## src/rtl/multicycle_controller.sv

```systemverilog
// Multicycle MIPS-style main controller: one state per micro-step, outputs decoded from state.
// Optional jal/jr support is compiled in with `define CTRL_JAL_JR_EN.
module multicycle_controller (
  input  logic       clk,
  input  logic       rst,
  input  logic [5:0] opc,
  input  logic [5:0] func,
  input  logic       zero,
  output logic       PCLoad,
  output logic       IorD,
  output logic       MemRead,
  output logic       MemWrite,
  output logic       IRWrite,
  output logic       RegDst1,
  output logic       JalSig1,
  output logic       MemToReg,
  output logic       JalSig2,
  output logic       RegWrite,
  output logic       ALUSrcA,
  output logic [1:0] ALUSrcB,
  output logic [1:0] PCSrc,
  output logic [2:0] ALUOperation,
  output logic       illegal
);

  localparam logic [2:0] ALU_ADD = 3'b010;
  localparam logic [2:0] ALU_SUB = 3'b110;
  localparam logic [2:0] ALU_AND = 3'b000;
  localparam logic [2:0] ALU_OR  = 3'b001;
  localparam logic [2:0] ALU_SLT = 3'b111;

  localparam logic [5:0] OP_R    = 6'b000000;
  localparam logic [5:0] OP_LW   = 6'b100011;
  localparam logic [5:0] OP_SW   = 6'b101011;
  localparam logic [5:0] OP_BEQ  = 6'b000100;
  localparam logic [5:0] OP_ADDI = 6'b001000;
  localparam logic [5:0] OP_SLTI = 6'b001010;
  localparam logic [5:0] OP_J    = 6'b000010;
`ifdef CTRL_JAL_JR_EN
  localparam logic [5:0] OP_JAL  = 6'b000011;
  localparam logic [5:0] FN_JR   = 6'b001000;
`endif

  typedef enum logic [3:0] {
    FETCH, DECODE, MEM_ADR, MEM_RD, MEM_WB, MEM_WR, R_EX, R_WB,
    BEQ, JMP, IMM_EX, IMM_WB
`ifdef CTRL_JAL_JR_EN
    , JAL, JR
`endif
  } state_e;

  typedef struct packed {
    logic       pc_load;
    logic       iord;
    logic       mem_read;
    logic       mem_write;
    logic       ir_write;
    logic       reg_dst1;
    logic       jal1;
    logic       mem_to_reg;
    logic       jal2;
    logic       reg_write;
    logic       alu_src_a;
    logic [1:0] alu_src_b;
    logic [1:0] pc_src;
    logic [2:0] alu_op;
    logic       illegal;
  } ctrl_t;

  state_e state_q, state_d;
  ctrl_t  ctl, ctl_o;

  always_comb begin
    state_d = FETCH;
    ctl     = '0;
    case (state_q)
      FETCH: begin
        ctl.mem_read  = 1'b1;
        ctl.ir_write  = 1'b1;
        ctl.alu_src_b = 2'd1;
        ctl.alu_op    = ALU_ADD;
        ctl.pc_load   = 1'b1;
        state_d       = DECODE;
      end
      DECODE: begin
        // Precompute the branch target while the opcode is decoded
        ctl.alu_src_b = 2'd3;
        ctl.alu_op    = ALU_ADD;
        case (opc)
          OP_R: begin
            state_d = R_EX;
`ifdef CTRL_JAL_JR_EN
            if (func == FN_JR) state_d = JR;
`endif
          end
          OP_LW, OP_SW:     state_d = MEM_ADR;
          OP_BEQ:           state_d = BEQ;
          OP_ADDI, OP_SLTI: state_d = IMM_EX;
          OP_J:             state_d = JMP;
`ifdef CTRL_JAL_JR_EN
          OP_JAL:           state_d = JAL;
`endif
          default: begin
            ctl.illegal = 1'b1;
            state_d     = FETCH;
          end
        endcase
      end
      MEM_ADR: begin
        ctl.alu_src_a = 1'b1;
        ctl.alu_src_b = 2'd2;
        ctl.alu_op    = ALU_ADD;
        state_d       = (opc == OP_LW) ? MEM_RD : MEM_WR;
      end
      MEM_RD: begin
        ctl.iord     = 1'b1;
        ctl.mem_read = 1'b1;
        state_d      = MEM_WB;
      end
      MEM_WB: ctl.reg_write = 1'b1;
      MEM_WR: begin
        ctl.iord      = 1'b1;
        ctl.mem_write = 1'b1;
      end
      R_EX: begin
        ctl.alu_src_a = 1'b1;
        state_d       = R_WB;
        case (func)
          6'b100000: ctl.alu_op = ALU_ADD;
          6'b100010: ctl.alu_op = ALU_SUB;
          6'b100100: ctl.alu_op = ALU_AND;
          6'b100101: ctl.alu_op = ALU_OR;
          6'b101010: ctl.alu_op = ALU_SLT;
          default: begin
            ctl.illegal = 1'b1;
            state_d     = FETCH;
          end
        endcase
      end
      R_WB: begin
        ctl.reg_write  = 1'b1;
        ctl.reg_dst1   = 1'b1;
        ctl.mem_to_reg = 1'b1;
      end
      BEQ: begin
        // Branch taken is resolved in this cycle from the live zero flag
        ctl.alu_src_a = 1'b1;
        ctl.alu_op    = ALU_SUB;
        ctl.pc_src    = 2'd2;
        ctl.pc_load   = zero;
      end
      IMM_EX: begin
        ctl.alu_src_a = 1'b1;
        ctl.alu_src_b = 2'd2;
        ctl.alu_op    = (opc == OP_SLTI) ? ALU_SLT : ALU_ADD;
        state_d       = IMM_WB;
      end
      IMM_WB: begin
        ctl.reg_write  = 1'b1;
        ctl.mem_to_reg = 1'b1;
      end
      JMP: begin
        ctl.pc_load = 1'b1;
        ctl.pc_src  = 2'd1;
      end
`ifdef CTRL_JAL_JR_EN
      JAL: begin
        ctl.pc_load   = 1'b1;
        ctl.reg_write = 1'b1;
        ctl.jal1      = 1'b1;
        ctl.jal2      = 1'b1;
        ctl.pc_src    = 2'd1;
      end
      JR: begin
        ctl.pc_load = 1'b1;
        ctl.pc_src  = 2'd3;
      end
`endif
      default: state_d = FETCH;
    endcase
  end

  always_ff @(posedge clk or negedge rst) begin
    if (!rst) state_q <= FETCH;
    else      state_q <= state_d;
  end

  // Reset silences every strobe immediately, not just at the next edge
  assign ctl_o = rst ? ctl : '0;

  assign PCLoad       = ctl_o.pc_load;
  assign IorD         = ctl_o.iord;
  assign MemRead      = ctl_o.mem_read;
  assign MemWrite     = ctl_o.mem_write;
  assign IRWrite      = ctl_o.ir_write;
  assign RegDst1      = ctl_o.reg_dst1;
  assign JalSig1      = ctl_o.jal1;
  assign MemToReg     = ctl_o.mem_to_reg;
  assign JalSig2      = ctl_o.jal2;
  assign RegWrite     = ctl_o.reg_write;
  assign ALUSrcA      = ctl_o.alu_src_a;
  assign ALUSrcB      = ctl_o.alu_src_b;
  assign PCSrc        = ctl_o.pc_src;
  assign ALUOperation = ctl_o.alu_op;
  assign illegal      = ctl_o.illegal;

endmodule

```

## config.mk

```make
export PLATFORM = sky130hd
export DESIGN_NAME = multicycle_controller
export DESIGN_NICKNAME = d
export VERILOG_FILES = /design/src/rtl/multicycle_controller.sv
export SDC_FILE = /design/constraint.sdc
export NUM_CORES = 1
export LEC_CHECK = 0
export CELL_PAD_IN_SITES_DETAIL_PLACEMENT = 0
export CELL_PAD_IN_SITES_GLOBAL_PLACEMENT = 1
export CORE_UTILIZATION = 26
export DETAILED_ROUTE_END_ITERATION = 12
export HOLD_SLACK_MARGIN = 0.15
export PLACE_DENSITY = 0.75
export SLEW_MARGIN = 30
export SYNTH_ARGS = -nofsm -noshare
export SYNTH_HDL_FRONTEND = slang
export SYNTH_SLANG_ARGS = --single-unit
export TNS_END_PERCENT = 50
```

## constraint.sdc

```tcl
create_clock -name clk -period 1.75 [get_ports clk]
set_input_delay 0.175 -clock clk [delete_from_list [all_inputs] [get_ports clk]]
set_output_delay 0.175 -clock clk [all_outputs]
set_load 0.01 [all_outputs]
```

Word-level counts from Yosys, hierarchy flattened:

Index checks and enable logic that the tools add are counted.
W data, S select, Z words.

* muxes and demuxes: 22
* equal/unequal tests: 22
* reduce and logical (&&, ||, !) cells: 14

Operators with widths (number)
* $eq A6 B6 Y1 const B: 7
* $pmux W3 S4: 2
* $pmux W4 S6: 1
* $pmux W4 S5: 1
* $mux W19: 1
* $eq A4 B3 Y1 const B: 4
* $eq A4 B4 Y1 const B: 4
* $reduce_or A2 Y1: 7
* $eq A6 B4 Y1 const B: 2
* $mux W1: 10
* $mux W3: 3
* $eq A4 B2 Y1 const B: 2
* $reduce_or A7 Y1: 1
* $eq A6 B2 Y1 const B: 1
* $eq A6 B3 Y1 const B: 1
* $logic_not A6 Y1: 1
* $pmux W2 S3: 1
* $reduce_or A3 Y1: 2
* $reduce_or A5 Y1: 1
* $eq A4 B1 Y1 const B: 1
* $logic_not A4 Y1: 1
* $pmux W1 S2: 2
* $pmux W2 S2: 1
* $reduce_or A4 Y1: 1

* logic and storage cells: 59
* bits of input ports: 15
* bits in registers: 4

Longest topological paths before layout:

Gate-level depths: netlist of run 1.

* word-level depth: 5
* gate-level depth with buffers: 5
* mapped depth without buffers: 4

Worst setup path before layout of run 1:

Ideal clock, no wire load.

* path kind: flip-flop to output port
* start: register state_q[2]
* end: output port illegal
* required time: 1575 ps
* arrival time: 1497 ps
* buffers on the path: 2
* path slack: 78 ps
* stages on the path, launching flop included: 5
* cells stage by stage: dfrtp_1 -> buf_2 -> or2_2 -> clkbuf_1 -> o41ai_1

* longest elaborated chain between the ends: 3
* elaborated cells between the ends (all ways): 4
* classes of those cells: eq/ne (2); mux (2)

Ends and longest elaborated chain
* start: declaration: RTL line 70 `state_e state_q, state_d;`
* start signal: assignment: RTL line 185 `else state_q <= state_d;`
* $eq A4 B3 Y1 / $eq A4 B1 Y1 (equally long branches): RTL line 76 `case (state_q)`
* $pmux W1 S2 *: RTL line 76
* $mux W19 *: RTL line 189 `assign ctl_o = rst ? ctl : '0;`
* end: declaration: RTL line 23 `output logic illegal`

Every way passes the cells marked *; elsewhere a longest branch is shown, timed or not.

Final worst setup path of run 1:

* start: register state_q[2]
* end: output port RegWrite

* longest elaborated chain between the ends: 4
* elaborated cells between the ends (all ways): 6
* classes of those cells: eq/ne (3); mux (2); reduce/logical (1)

Ends and longest elaborated chain
* $eq A4 B4 Y1 / $eq A4 B3 Y1 (equally long branches): RTL line 76
* $reduce_or A3 Y1 (no line) *
* $mux W1 *: RTL line 76
* $mux W19 *: RTL line 189
* end: declaration: RTL line 18 `output logic RegWrite,`

Marked as above.

==> qor.yml, run 1 <==
path_clk_slew_ns: 0.04
fin_skew_ns: 0.00566
n_fill_cell: 229
top_register: "state_q"
grt_max_degree: 16
grt_pass1_wl_mm: 4.05
netlist_instances: 101
top_usage_layer: "met2"
hpwlAfterDp_mm: 1.85
max_stage_delay_ns: 0.46
numCtsBuffers: 3
timing.critical_path.buf_inv: 2
initial_utilization_pct: 28.8
cp-end-kind: "output pin"
antenna_left: 0
cts_tree: "built"
area_delta_synth_final_pct: 95.9
hold_viol_final: 0
route.detailed.drc: 0
ir_worst_vdd_mv: 0.345
routed_wirelength_mm: 2.38
routed_via_density: 5.12
num-nets-final: 181
use_met3_pct: 3.19
fin_util_pct: 56.3
overflow: 0
wl_per_cell_um: 12.4
fp.dieH_um: 52.6
fmax_mhz: 572
ys_seq_elements: 4
leakagePower_nw: 0.606
holdWs_ns: 0.356
slowest_stage: "dfrtp_2"
cts-root-buf: "clkbuf_4"
cts.sinks: 4
netlist_area_sq_um: 667
fin_ws_ns: 0.00235
criticalPathCategory: "flip-flop to output pin"
multiInputGateArea_sq_um: 588
yosysSeqAreaShare_pct: 15.0
powerDensity_nw_per_um2: 631
path_delay_family: "flip-flops"
drive_gt1_share_pct: 42.1
gr-usage-all-layers_pct: 20.0
cts_buffer_depth: 2
fin_area_sq_um: 1310
worstPathCellList: "nand2b_1, buf_4, o32ai_1, and2_1, dlygate4sd2_1"
largest_registers: "state_q x4"
grt_pass1_vias: 975
cp.required_ns: 1.57
worst_setup_path_start_kind: "flip-flop"
n_antenna_cell: 0
placed_area_sq_um: 1230
cap_viol_max_count: 0
chipWidth_um: 52.6
cp_max_fo: 6
h-tree-depth: 1
dp_worst_setup_slack_ns: -0.453
dr.first_iter.drc_count: 19
ys_warn_count: 0
ctsHoldBuffers: 0
hold_class: "primary input to async pin"
vias: 983
largest_reg_flops: 4
port_buffers: 31
antenna_found_initial: 0
status: "finished clean"
firstDrtPassIters: 4
avgSynthCellArea_sq_um: 6.60
fp-row-count: 17
core_area_sq_um: 2320
finalSetupViolCount: 0
fin_crit_ns: 1.75
slew_violations: 0
fin_crit_sh_pct: 99.9
seq_area_sq_um: 104
insertion_delay_ns: 0.24
worstPathArrival_ns: 1.57
grt_use_met1_pct: 23.1
met2_usage_pct: 34.6
dieArea_sq_um: 2770
gp_congestion: 0.772
synthDistinctLibCells: 40
rsz0062_at_grt: "true"
total_power_w: 0.000824
pin_count: 34
## power breakdown
group | total (W) | internal [W] | switching (W) | leakage [nW]
registers | 0.000130 | 0.000110 | 0.0000203 | 0.0484
clock network | 0.000119 | 0.0000770 | 0.0000422 | 0.0138
logic | 0.000575 | 0.000304 | 0.000271 | 0.543
total | 0.000824 | 0.000491 | 0.000334 | 0.606
## worst register-to-register path, stage by stage (launching register included)
cell     delay, ns
dfrtp_1       0.39
buf_6         0.16
or4_1         0.51
a221o_1       0.32
o41ai_2       0.07
## Yosys cell counts
cell type	number	share of area, %
nor2_1	19	11
nand2_1	8	4.5
nor3_1	8	6.0
nand2b_1	7	6.6
a21oi_1	6	4.5
clkbuf_1	4	2.3
dfrtp_1	4	15
nor2b_1	4	3.8
buf_2	3	2.3
nand3_1	3	2.3
a211o_1	2	2.6
buf_4	2	2.3
nor4bb_1	2	3.0
o21a_1	2	2.3
or3_1	2	1.9
a2111oi_0	1	1.3
a21boi_0	1	1.1
a21oi_2	1	1.3
a221o_1	1	1.5
a22oi_1	1	1.1
a31o_1	1	1.3
a31o_2	1	1.3
and2_1	1	0.94
conb_1	1	0.56
inv_2	1	0.56
mux2_4	1	2.3
nand4_1	1	0.94
nor3b_1	1	1.1
o21ai_0	1	0.75
o21ai_1	1	0.75
o22ai_1	1	0.94
o311ai_1	1	1.3
o32ai_1	1	1.3
o41ai_1	1	1.3
o41ai_2	1	2.4
or2_1	1	0.94
or2_2	1	0.94
or4_1	1	1.1
or4_4	1	1.7
xnor2_1	1	1.3
## final cells by class
class | count | area share, %
Clock buffer | 3 | 1.72
Inverter | 1 | 0.287
Multi-Input combinational cell | 88 | 45.0
Sequential cell | 4 | 7.95
Tap cell | 28 | 2.68
Timing Repair Buffer | 68 | 42.3
## cell usage in the layout (no fill, tap or decap), types with 3 or more instances in the layout
cell type and count:
buf_4 34, a21oi_1 5, nor2b_1 3, clkdlybuf4s50_1 10
clkbuf_4 3, nand2b_1 5, buf_2 5, clkbuf_2 4
nor2_1 19, dlygate4sd2_1 10, nand2_1 8, nand3_1 3
nor3_1 6, dfrtp_2 3
## through the flow
step                      TNS [ns]  instances
final                            0        192
after detailed placement     -3.12        186
after floorplan                  0        102
after global placement       -2.92        186
after CTS                  -0.0854        192
after global routing        -0.276        192
## timing repair
item,in CTS,in global routing
setup endpoints to repair,18,11
buffers inserted,3,0
gates resized for setup,47,20
pin swaps,1,4
## metal layers
metal  share of wire [%]  up-vias
met5                   0        -
met4                 1.9        0
met3                 5.7        8
met2                  50       39
met1                  42      444
li1                    -      492
## cell families after synthesis
family | synth area share, %
and+or+nand+nor | 46.3
other | 0.562
buffers and inverters | 7.31
AOI/OAI and AO/OA | 27.2
DFF | 15.0
xor gates and xnor gates | 1.31
muxes | 2.25
## final timing paths
kind,slack [ns],end,startpoint,cells past startpoint
setup reg to reg,0.16,state_q[2]$_DFF_PN0_,state_q[0]$_DFF_PN0_,4
setup / recovery,0.002,RegWrite,state_q[2]$_DFF_PN0_,5
max in group asynchronous,1.25,state_q[2]$_DFF_PN0_,rst,2
min in group clk,0.52,state_q[2]$_DFF_PN0_,opc[2],3
hold / removal,0.36,state_q[3]$_DFF_PN0_,rst,2
hold reg to reg,0.64,state_q[3]$_DFF_PN0_,state_q[2]$_DFF_PN0_,2
(Power assumes the default switching activity.)
==> run 2: changes to the inputs <==
--- a/config.mk
+++ b/config.mk
@@ -11,6 +11,7 @@
 export DETAILED_ROUTE_END_ITERATION = 12
 export HOLD_SLACK_MARGIN = 0.15
 export PLACE_DENSITY = 0.75
+export SKIP_LAST_GASP = 1
 export SLEW_MARGIN = 30
 export SYNTH_ARGS = -nofsm -noshare
 export SYNTH_HDL_FRONTEND = slang
==> qor.yml, run 2 (same netlist as run 1, synthesis figures left out) <==
status: "complete, but fails checks"
violations: "setup timing"
n_fill_cell: 218
dp_worst_setup_slack_ns: -0.453
grt_pass1_vias: 967
netSwitchingPower_w: 0.000335
routed_wirelength_mm: 2.43
cp_max_fo: 4
port_buffers: 31
cts-root-buf: "clkbuf_4"
fin_setup_tns_ns: -0.0260
top_register: "state_q"
cp.required_ns: 1.86
gr-usage-all-layers_pct: 19.8
slowest_stage: "clkdlybuf4s50_1"
antenna_found_initial: 0
fin_ws_ns: -0.0253
slew_violations: 0
swShare_pct: 39.9
intPower_w: 0.000504
cts_tree: "built"
hpwlAfterDp_mm: 1.85
hold_viol_final: 0
placed_area_sq_um: 1230
r2r_cells: 4
chipWidth_um: 52.6
largest_reg_flops: 4
cts_buffer_depth: 2
dr.first_iter.drc_count: 18
regToRegSetupSlack_ns: 0.16
fp-row-count: 17
path_common_cell: "buf_4"
h-tree-depth: 1
wl_per_cell_um: 12.7
ctsHoldBuffers: 0
ir_worst_vdd_mv: 0.325
timing.rr.end: "state_q[2]$_DFF_PN0_"
pin_count: 34
cap_viol_max_count: 0
layout_commonest_cell: "buf_4"
vias: 972
fp.dieH_um: 52.6
fmax_mhz: 563
cp-end-kind: "flip-flop"
cts.sinks: 4
finalSetupViolCount: 2
rsz0062_at_grt: "true"
route.detailed.drc: 0
fin_util_pct: 58.7
pwr-share-seq_pct: 15.6
max_stage_delay_ns: 0.52
final_cell_mix: "buf_4 (35), nor2_1 (18), clkdlybuf4s50_1 (11)"
initial_utilization_pct: 28.8
combPwrFrac_pct: 70.1
routed_via_density: 5.06
overflow: 0
grt_max_degree: 16
powerDensity_nw_per_um2: 616
insertion_delay_ns: 0.24
worst_setup_path_start_kind: "primary input"
num-nets-final: 181
n_antenna_cell: 0
path_clk_slew_ns: 0.04
fin_area_sq_um: 1360
worstPathCellList: "clkdlybuf4s50_1, buf_4, nor2b_1, buf_4, or4_1, a221o_1, o41ai_2"
worstReg2RegStart: "state_q[0]$_DFF_PN0_"
clockPowerShare_pct: 14.3
firstDrtPassIters: 4
gp_congestion: 0.772
leakagePower_nw: 0.719
numCtsBuffers: 3
dieArea_sq_um: 2770
largest_registers: "state_q x4"
fin_skew_ns: 0.00375
drive_gt1_share_pct: 40.9
hold_class: "primary input to async pin"
grt_pass1_wl_mm: 4.03
criticalPathCategory: "primary input to flip-flop"
fin_crit_ns: 1.78
core_area_sq_um: 2320
fin_crit_sh_pct: 101
antenna_left: 0
area_delta_synth_final_pct: 104
worstPathArrival_ns: 1.89
[run 2: cell types whose count changed in the layout (fill, tap and decap cells not counted), sizes merged]
cell and change:
dlymetal6s2s +8, dlygate4sd2 -5, clkbuf -4, clkdlybuf4s15 -1
clkdlybuf4s50 +1, dlygate4sd1 +1
[run 2: metrics by stage]
step           hold slack [ns]  cells  power (W)
2_1_floorplan           -0.121    102   0.000380
3_3_place_gp             0.591    186   0.000679
3_5_place_dp             0.595    186   0.000684
4_1_cts                  0.337    192   0.000808
5_1_grt                  0.358    192   0.000907
6_report                 0.345    192   0.000838
[run 2: how the worst max path moves through the flow]
stage                               from              endpoint  slack [ns]
global placement                  opc[1]               illegal       -0.41
floorplan           state_q[2]$_DFF_PN0_               illegal        0.08
detailed placement                opc[1]               illegal       -0.45
global route        state_q[2]$_DFF_PN0_       ALUOperation[1]       -0.12
CTS                 state_q[3]$_DFF_PN0_            ALUSrcB[0]       -0.23
finish                           func[1]  state_q[2]$_DFF_PN0_       -0.03
[run 2: layer usage]
metal  global-route usage (%)  part of all wire [%]  vias to the layer above
met5                        0                     0                        -
met4                     11.0                   2.6                        0
met3                     3.19                   4.8                        7
met2                     34.4                    50                       36
met1                     22.7                    43                      440
li1                         -                     -                      489
[run 2: layout make-up]
type                            instances  area (sq um)  share of cell area [%]
Tap cell                               28          35.0                    2.57
Multi-Input combinational cell         88           602                    44.2
Sequential cell                         4           104                    7.63
Timing Repair Buffer                   68           594                    43.7
Inverter                                1          3.75                   0.276
Clock buffer                            3          22.5                    1.65
[run 2: critical path: cells and delay by family]
kind	cells	cell delay [ns]
AO/OA/AOI/OAI	2	0.39
AND/OR/NAND/NOR	2	0.53
buffers and inverters	3	0.80
[run 2: timing repair]
item | 4_1_cts | 5_1_grt
setup buffers | 3 | 0
setup endpoints to repair | 18 | 18
pin swaps | 1 | 1
gates resized for setup | 35 | 23
[run 2: power groups by stage]
stage / Combinational [W] / Sequential [W] / Clock, W
after floorplan: 0.000253 / 0.000127 / 0
after global placement: 0.000555 / 0.000125 / 0
after detailed placement: 0.000559 / 0.000124 / 0
after CTS: 0.000558 / 0.000125 / 0.000125
after global routing: 0.000641 / 0.000134 / 0.000133
final: 0.000587 / 0.000131 / 0.000120
